### config.mk
export PLATFORM = sky130hd
export DESIGN_NAME = reset_sequencer
export DESIGN_NICKNAME = d
export VERILOG_FILES = /design/src/rtl/rstseq_pkg.sv /design/src/rtl/sync_debounce.sv /design/src/rtl/reset_sequencer.sv
export SDC_FILE = /design/constraint.sdc
export NUM_CORES = 1
export LEC_CHECK = 0
export CORE_MARGIN = 2
export CORE_UTILIZATION = 58
export CTS_CLUSTER_DIAMETER = 100
export DETAILED_ROUTE_END_ITERATION = 12
export PLACE_DENSITY_LB_ADDON = 0.1
export SYNTH_ARGS = -nofsm -noshare
export SYNTH_HDL_FRONTEND = slang
export SYNTH_SLANG_ARGS = --single-unit
### constraint.sdc
create_clock -name clk -period 3.55 [get_ports clk]
set_input_delay 0.355 -clock clk [delete_from_list [all_inputs] [get_ports clk]]
set_output_delay 0.355 -clock clk [all_outputs]
set_load 0.02 [all_outputs]
### src/rtl/rstseq_pkg.sv
// Shared state type, counter-width helper and restart-counter constants for reset_sequencer.
package rstseq_pkg;

  typedef enum logic [1:0] {
    ST_PRE     = 2'd0,
    ST_ASSERT  = 2'd1,
    ST_RELEASE = 2'd2,
    ST_RUN     = 2'd3
  } rstseq_state_e;

  localparam int RESTART_W = 8;
  localparam logic [RESTART_W-1:0] RESTART_MAX = 8'd255;

  // Width of a counter that must hold values 0..n-1 (never narrower than one bit).
  function automatic int cnt_width(input int n);
    return (n > 1) ? $clog2(n) : 1;
  endfunction

  function automatic logic [RESTART_W-1:0] sat_inc(input logic [RESTART_W-1:0] v);
    return (v == RESTART_MAX) ? v : v + RESTART_W'(1);
  endfunction

endpackage

### src/rtl/sync_debounce.sv
// Two-flop synchroniser for the manual request followed by a consecutive-high debounce counter.
module sync_debounce
  import rstseq_pkg::*;
#(
  parameter int DEBOUNCE_CYCLES = 3
) (
  input  logic i_clk,
  input  logic i_rst_n,
  input  logic i_async,
  output logic o_level,
  output logic o_rise
);

  localparam int DB_W = cnt_width(DEBOUNCE_CYCLES);
  localparam logic [DB_W-1:0] DB_MAX = DB_W'(DEBOUNCE_CYCLES - 1);

  logic            r_sync1;
  logic            r_sync2;
  logic            r_level_q;
  logic [DB_W-1:0] r_cnt;
  logic            w_level;

  // Combinational on the synchronised sample so the sample completing the run is acted on at that edge.
  assign w_level = r_sync2 && (r_cnt == DB_MAX);
  assign o_level = w_level;
  assign o_rise  = w_level & ~r_level_q;

  always_ff @(posedge i_clk or negedge i_rst_n) begin
    if (!i_rst_n) begin
      r_sync1   <= 1'b0;
      r_sync2   <= 1'b0;
      r_level_q <= 1'b0;
      r_cnt     <= '0;
    end else begin
      r_sync1   <= i_async;
      r_sync2   <= r_sync1;
      r_level_q <= w_level;
      if (!r_sync2) begin
        r_cnt <= '0;
      end else if (r_cnt != DB_MAX) begin
        r_cnt <= r_cnt + DB_W'(1);
      end else begin
        r_cnt <= r_cnt;
      end
    end
  end

endmodule

### src/rtl/reset_sequencer.sv
// Staggered multi-domain reset generator with debounced manual restart and restart counter.
// Optional watchdog restart is enabled by defining RSTSEQ_WATCHDOG_EN.
module reset_sequencer
  import rstseq_pkg::*;
#(
  parameter int NUM_DOMAINS     = 4,
  parameter int HOLD_CYCLES     = 4,
  parameter int STAGGER_CYCLES  = 2,
  parameter int DEBOUNCE_CYCLES = 3
`ifdef RSTSEQ_WATCHDOG_EN
  , parameter int WDT_CYCLES    = 200
`endif
) (
  input  logic                   clk,
  input  logic                   reset_n,
  input  logic                   manual,
`ifdef RSTSEQ_WATCHDOG_EN
  input  logic                   kick,
  output logic                   wdt_fired,
`endif
  output logic [NUM_DOMAINS-1:0] domain_rst,
  output logic                   busy,
  output logic                   done,
  output logic [RESTART_W-1:0]   restart_count
);

  localparam int HOLD_W = cnt_width(HOLD_CYCLES);
  localparam int STAG_W = cnt_width(STAGGER_CYCLES);
  localparam int IDX_W  = cnt_width(NUM_DOMAINS);

  rstseq_state_e          r_state, w_state_nxt;
  logic [HOLD_W-1:0]      r_hold, w_hold_nxt;
  logic [STAG_W-1:0]      r_stag, w_stag_nxt;
  logic [IDX_W-1:0]       r_idx, w_idx_nxt;
  logic [NUM_DOMAINS-1:0] r_domain_rst, w_domain_rst_nxt;
  logic [RESTART_W-1:0]   r_count, w_count_nxt;
  logic                   r_busy, r_done;
  logic                   w_deb, w_deb_rise;
`ifdef RSTSEQ_WATCHDOG_EN
  localparam int WDT_W = cnt_width(WDT_CYCLES);
  logic [WDT_W-1:0]       r_wdt, w_wdt_nxt;
  logic                   r_wdt_fired, w_wdt_fired_nxt;
  assign wdt_fired = r_wdt_fired;
`endif

  sync_debounce #(.DEBOUNCE_CYCLES(DEBOUNCE_CYCLES)) u_sync_debounce (
    .i_clk   (clk),
    .i_rst_n (reset_n),
    .i_async (manual),
    .o_level (w_deb),
    .o_rise  (w_deb_rise)
  );

  assign domain_rst    = r_domain_rst;
  assign busy          = r_busy;
  assign done          = r_done;
  assign restart_count = r_count;

  // Next state: a debounced request overrides everything and pins the sequence at the start of ASSERT.
  always_comb begin
    w_state_nxt      = r_state;
    w_hold_nxt       = r_hold;
    w_stag_nxt       = r_stag;
    w_idx_nxt        = r_idx;
    w_domain_rst_nxt = r_domain_rst;
    w_count_nxt      = w_deb_rise ? sat_inc(r_count) : r_count;
`ifdef RSTSEQ_WATCHDOG_EN
    w_wdt_nxt        = '0;
    w_wdt_fired_nxt  = 1'b0;
`endif
    if (w_deb) begin
      w_state_nxt      = ST_ASSERT;
      w_hold_nxt       = '0;
      w_stag_nxt       = '0;
      w_idx_nxt        = '0;
      w_domain_rst_nxt = '1;
    end else begin
      case (r_state)
        ST_PRE: begin
          w_state_nxt      = ST_ASSERT;
          w_hold_nxt       = '0;
          w_domain_rst_nxt = '1;
        end
        ST_ASSERT: begin
          if (r_hold == HOLD_W'(HOLD_CYCLES - 1)) begin
            w_domain_rst_nxt[0] = 1'b0;
            w_stag_nxt          = '0;
            w_idx_nxt           = IDX_W'(1);
            w_state_nxt         = (NUM_DOMAINS == 1) ? ST_RUN : ST_RELEASE;
          end else begin
            w_hold_nxt = r_hold + HOLD_W'(1);
          end
        end
        ST_RELEASE: begin
          if (r_stag == STAG_W'(STAGGER_CYCLES - 1)) begin
            w_domain_rst_nxt[r_idx] = 1'b0;
            w_stag_nxt              = '0;
            if (r_idx == IDX_W'(NUM_DOMAINS - 1)) begin
              w_state_nxt = ST_RUN;
            end else begin
              w_idx_nxt = r_idx + IDX_W'(1);
            end
          end else begin
            w_stag_nxt = r_stag + STAG_W'(1);
          end
        end
        ST_RUN: begin
          w_domain_rst_nxt = '0;
`ifdef RSTSEQ_WATCHDOG_EN
          if (kick) begin
            w_wdt_nxt = '0;
          end else if (r_wdt == WDT_W'(WDT_CYCLES - 1)) begin
            w_state_nxt      = ST_ASSERT;
            w_hold_nxt       = '0;
            w_domain_rst_nxt = '1;
            w_wdt_fired_nxt  = 1'b1;
            w_count_nxt      = sat_inc(r_count);
          end else begin
            w_wdt_nxt = r_wdt + WDT_W'(1);
          end
`endif
        end
        default: begin
          w_state_nxt      = ST_PRE;
          w_domain_rst_nxt = '0;
        end
      endcase
    end
  end

  // State and registered outputs; status is derived from the next state so it lines up with domain_rst.
  always_ff @(posedge clk or negedge reset_n) begin
    if (!reset_n) begin
      r_state      <= ST_PRE;
      r_hold       <= '0;
      r_stag       <= '0;
      r_idx        <= '0;
      r_domain_rst <= '0;
      r_count      <= '0;
      r_busy       <= 1'b1;
      r_done       <= 1'b0;
`ifdef RSTSEQ_WATCHDOG_EN
      r_wdt        <= '0;
      r_wdt_fired  <= 1'b0;
`endif
    end else begin
      r_state      <= w_state_nxt;
      r_hold       <= w_hold_nxt;
      r_stag       <= w_stag_nxt;
      r_idx        <= w_idx_nxt;
      r_domain_rst <= w_domain_rst_nxt;
      r_count      <= w_count_nxt;
      r_busy       <= (w_state_nxt != ST_RUN);
      r_done       <= (w_state_nxt == ST_RUN);
`ifdef RSTSEQ_WATCHDOG_EN
      r_wdt        <= w_wdt_nxt;
      r_wdt_fired  <= w_wdt_fired_nxt;
`endif
    end
  end

endmodule

==> flow_summary.yaml, run 1 <==
outcome:
  outcome: "complete, no violations"
critical_path:
  worstPathArrival_ns: 1.42
  r2r_slack_ns: 1.79
  path_class: "reg -> out"
  worstPathMaxFanout: 1
  r2r_cells: 5
  cp_slowest_cell: "clkdlybuf4s50_1"
  timing.critical_path.to: "busy"
  r2r-start: "r_state[0]"
  cp_num_cells: 1
  cp_num_buf_inv: 1
  end_kind: "primary output"
  cp_top_family: "buffers and inverters"
  required_ns: 3.19
  path_cells: "clkdlybuf4s50_1"
  worstReg2RegEnd: "done"
  critPathMaxStageDelay_ns: 0.59
  cp-startpoint: "busy"
  startpoint_type: "register"
timing:
  slew_viol_final: 0
  period_share_pct: 49.98
  finalHoldViolCount: 0
  finalClockSkew_ns: 0.01075
  grt_setup_unrepaired: "no"
  worst_slack_ns: 1.776
  fmax_mhz: 563.6
  maxSlewHeadroom_pct: 26.66
  setup_viol: 0
  worst_pin_slew_ns: 1.097
  setup_tns_ns: 0
  post-route-min-period_ns: 1.774
floorplanning:
  io-pin-count: 17
  die_w_um: 51.73
  die_area_um2: 2676
  core_um2: 2191
  start_util_pct: 60.31
  die_h_um: 51.73
  rows: 17
synth:
  syn_inst: 120
  netlist_area_um2: 1321
  synth.top_cell.area_share_pct: 47.35
  synthTopCellsByArea: "dfrtp_1 (47%), ha_1 (11%), nand2_1 (3.7%)"
  synth_edf_count: 0
  synth_ff_type: "dfrtp_1"
  async_flop_share_pct: 100.0
  yosysTopAreaCell: "dfrtp_1"
  avgSynthCellArea_um2: 11.01
  yosys_warnings: 0
  ys_types: 34
  ys_ff_latch: 26
  synth-seq-area-share_pct: 49.34
  syn_nets: 135
placement:
  pre_cts_slack_ns: 1.798
  dp_hpwl_mm: 1.688
  numPortBuffers: 16
  place_inst: 163
  globalplace.congestion: 0.7639
  dpl_cell_area_um2: 1511
routing:
  routed-wl-met3_um: 80
  met1Wirelength_um: 960
  num_vias: 930
  highest_layer: "met4"
  first_iter_violations: 20
  viasPerCell: 5.569
  dr.pass1.iters: 4
  drc: 0
  finalWirelength_mm: 2.213
  wl_per_cell_um: 13.25
  wl_met2_mm: 1.155
  ant_nets: 0
global_route:
  grt_pass1_wl_mm: 3.919
  grt_overflow: 0
  antenna_found_initial: 0
  grt_max_degree: 27
  grt_pass1_vias: 949
  grtUsageTotal_pct: 19.73
clock_network:
  clock_path_buffers: 2
  cts_setup_buffers: 0
  clock_latency_ns: 0.31
  cts_root_buffer: "clkbuf_4"
  cts_buffers: 3
  ctsResizeCount: 0
  clock_sinks: 26
  cts_tree: "yes"
  cts.clk_slew.worst_paths_ns: 0.12
  cts_hold_buf: 0
  h-tree-depth: 1
worst_hold_path:
  hp-class: "reg -> reg"
power_and_ir_drop:
  power.density_nw_per_um2: 813.7
  irDropWorstVdd_mv: 0.5290
  p_leak_nw: 0.7193
final_layout:
  finalNonFillerCells: 167
  drive_gt1_share_pct: 9.353
  final_core_util_pct: 70.19
  area_growth_pct: 16.38
  final_area_um2: 1538
  finalNetCount: 155
  antenna_cells: 0
job:
  maxCapViolCount: 0
## synthesized netlist by cell type (2+ instances only)
| library cell | instances |
|---|---|
| a211oi_1 | 2 |
| a21oi_1 | 2 |
| a31oi_1 | 2 |
| and2_1 | 3 |
| dfrtp_1 | 25 |
| ha_1 | 12 |
| inv_1 | 8 |
| mux2_2 | 2 |
| nand2_1 | 13 |
| nand2b_1 | 3 |
| nand3_1 | 4 |
| nor2_1 | 5 |
| nor2b_1 | 3 |
| nor3_1 | 4 |
| o21ai_0 | 6 |
| o31ai_1 | 2 |
| xnor2_1 | 3 |
| xor2_1 | 5 |
## power by group
part | internal, mW | leakage, nW | switching (mW)
Clock | 0.0438 | 0.0150 | 0.0790
Combinational | 0.301 | 0.378 | 0.345
Sequential | 0.402 | 0.326 | 0.0807
Total | 0.747 | 0.719 | 0.504
## worst min path at each step
stage / startpoint / end / cells past startpoint
final: u_sync_debounce.r_sync1 / u_sync_debounce.r_sync2 / 0
after global placement: u_sync_debounce.r_sync1 / u_sync_debounce.r_sync2 / 0
after global routing: u_sync_debounce.r_sync1 / u_sync_debounce.r_sync2 / 0
after CTS: u_sync_debounce.r_sync1 / u_sync_debounce.r_sync2 / 0
after floorplan: reset_n / domain_rst[0] / 0
after detailed placement: u_sync_debounce.r_sync1 / u_sync_debounce.r_sync2 / 0
## through the flow
stage                     power, mW  hold WS (ns)
final                         1.251        0.3736
after global routing          1.361        0.3920
after CTS                     1.263        0.3797
after detailed placement      1.139        0.3516
after global placement        1.103        0.3345
after floorplan              0.9288       0.05941
## routing by layer
layer  track usage (%)  vias up
met4             7.895        0
met5                 0        -
met2             36.11       19
li1                  -      447
met1             23.03      462
met3             2.874        2
## placed cells by master, fill, tap and decap left out, types with 4 or more instances in the layout
| master | synthesis | layout |
|---|---|---|
| clkdlybuf4s50_1 | 0 | 16 |
| dfrtp_1 | 25 | 25 |
| ha_1 | 12 | 12 |
| inv_1 | 8 | 8 |
| nand2_1 | 13 | 13 |
| nand3_1 | 4 | 4 |
| nor2_1 | 5 | 5 |
| nor3_1 | 4 | 4 |
| o21ai_0 | 6 | 6 |
| xor2_1 | 5 | 5 |
## final cells by class
cell class | count | area, um^2
fill | 173 | 653.1
sequential | 26 | 651.9
multi-input combinational | 84 | 625.6
timing repair buffer | 16 | 160.2
inverter | 9 | 38.79
tap | 28 | 35.03
clock buffer | 4 | 26.28
## flip-flops by register name, indices dropped and copies added (netlist names)
name,count
busy,1
domain_rst,4
done,1
r_hold,2
r_idx,2
r_stag,1
r_state,2
restart_count,8
u_sync_debounce.r_cnt,2
u_sync_debounce.r_level_q,1
u_sync_debounce.r_sync1,1
u_sync_debounce.r_sync2,1
## cell families (layout without fill, tap and decap cells)
family / Yosys count / count (layout) / synth area share, %
buf+inv: 10 / 29 / 3.314
fa+ha+maj: 12 / 12 / 11.36
simple gates: 40 / 40 / 16.57
xor+xnor: 8 / 8 / 5.303
mux: 2 / 2 / 1.704
compound gates: 22 / 22 / 12.41
flops: 26 / 26 / 49.34
No activity file was read; power rests on OpenSTA's default activity.
==> run 2: changes to the inputs <==
Settings changed: CORE_UTILIZATION 58 to 48.
Clock period 3.55 ns to 1.59 ns, I/O delays scaled along.
==> flow_summary.yaml, run 2 (synthesized netlist as in run 1, its figures left out) <==
timing:
  maxSlewHeadroom_pct: 78.13
  fmax_mhz: 664.2
  post-route-min-period_ns: 1.506
  grt_setup_unrepaired: "no"
  finalHoldViolCount: 0
  finalClockSkew_ns: 0.001361
  setup_viol: 0
  worst_pin_slew_ns: 0.3253
  slew_viol_final: 0
  setup_tns_ns: 0
  period_share_pct: 94.69
floorplanning:
  start_util_pct: 49.18
  core_um2: 2686
  io-pin-count: 17
  die_w_um: 56.47
  rows: 19
  die_area_um2: 3188
  die_h_um: 56.47
global_route:
  antenna_found_initial: 0
  grt_max_degree: 27
  grtUsageTotal_pct: 15.89
  grt_pass1_vias: 894
  grt_overflow: 0
  grt_pass1_wl_mm: 4.008
clock_network:
  clock_path_buffers: 2
  cts_buffers: 3
  clock_sinks: 26
  cts_root_buffer: "clkbuf_4"
  cts_hold_buf: 0
  cts_tree: "yes"
  h-tree-depth: 1
  cts.clk_slew.worst_paths_ns: 0.13
  clock_latency_ns: 0.31
routing:
  drc: 0
  first_iter_violations: 17
  dr.pass1.iters: 4
  viasPerCell: 5.109
  num_vias: 940
  wl_per_cell_um: 12.92
  finalWirelength_mm: 2.378
  ant_nets: 0
critical_path:
  worstPathArrival_ns: 1.35
  end_kind: "primary output"
  path_class: "reg -> out"
  path_cells: "clkdlybuf4s50_1"
  startpoint_type: "register"
  required_ns: 1.43
  critPathMaxStageDelay_ns: 0.62
  cp-startpoint: "restart_count[1]"
  cp_slowest_cell: "clkdlybuf4s50_1"
  cp_num_buf_inv: 1
  worstPathMaxFanout: 4
  cp_top_family: "buffers and inverters"
  r2r-start: "r_state[0]"
placement:
  place_inst: 176
  globalplace.congestion: 0.8902
  dp_hpwl_mm: 1.743
  numPortBuffers: 16
final_layout:
  antenna_cells: 0
  finalNetCount: 169
  final_common_cell: "dfrtp_1"
  area_growth_pct: 28.41
  final_core_util_pct: 63.16
  finalNonFillerCells: 184
  drive_gt1_share_pct: 22.22
  final_cell_mix: "dfrtp_1 (25), buf_4 (14), nand2_1 (13), ha_1 (10), clkdlybuf4s50_1 (9)"
  largest_register_ffs: 8
power_and_ir_drop:
  irDropWorstVdd_mv: 1.291
  clock_power_share_pct: 9.2
  p_leak_nw: 0.8869
  combPwrFrac_pct: 56.0
  swShare_pct: 39.53
  power_mw: 3.067
  power.density_nw_per_um2: 1808
  p_seq_share_pct: 34.8
  intPower_mw: 1.855
  switchingPower_mw: 1.212
worst_hold_path:
  hp-class: "in -> async"
job:
  maxCapViolCount: 0
outcome:
  outcome: "complete, no violations"
==> run 2: power by group through the flow <==
stage                     logic, mW  clock network, mW  registers (mW)
final                          1.72              0.283            1.07
after global routing           1.89              0.329            1.10
after CTS                      1.60              0.297            1.07
after detailed placement       1.57                  0            1.09
after global placement         1.53                  0            1.07
after floorplan               0.872                  0            1.20
==> run 2: worst paths after layout <==
path / endpoint / slack [ns] / depth (start not counted)
worst max register to register: r_idx[1] / 0.10 / 7
worst min register to register: u_sync_debounce.r_sync2 / 0.37 / 0
min in group clk: u_sync_debounce.r_sync1 / 0.27 / 1
max in group asynchronous: busy / 1.10 / 2
worst max-delay path: restart_count[1] / 0.08 / 1
worst min-delay path: u_sync_debounce.r_sync2 / 0.20 / 2
==> run 2: layout make-up <==
| type | instances | area, um^2 |
|---|---|---|
| multi-input combinational | 84 | 661.9 |
| timing repair buffer | 30 | 279.0 |
| tap | 31 | 38.79 |
| inverter | 9 | 38.79 |
| fill | 226 | 989.7 |
| sequential | 26 | 651.9 |
| clock buffer | 4 | 26.28 |
==> run 2: per-layer routing <==
metal,vias up,share of wire [%],track usage (%)
li1,472,-,-
met1,454,47,22.86
met2,12,49,24.92
met3,2,3.3,2.765
met4,0,0.80,4.082
met5,-,0,0
==> run 2: through the flow <==
step	area (um^2)	hold slack, ns	setup WS, ns
4_1_cts	1625	0.2030	0.008982
2_1_floorplan	1321	-0.1366	0.03890
3_3_place_gp	1590	0.3373	0.09624
3_5_place_dp	1590	0.3387	0.004948
5_1_grt	1697	0.2102	0.006091
6_report	1697	0.1992	0.08448
==> run 2: timing repair <==
action,4_1_cts,5_1_grt
buffers inserted,0,4
pin swaps,0,2
gates resized for setup,3,12
hold endpoints to repair,0,0
gates cloned,0,0
setup endpoints to repair,3,17
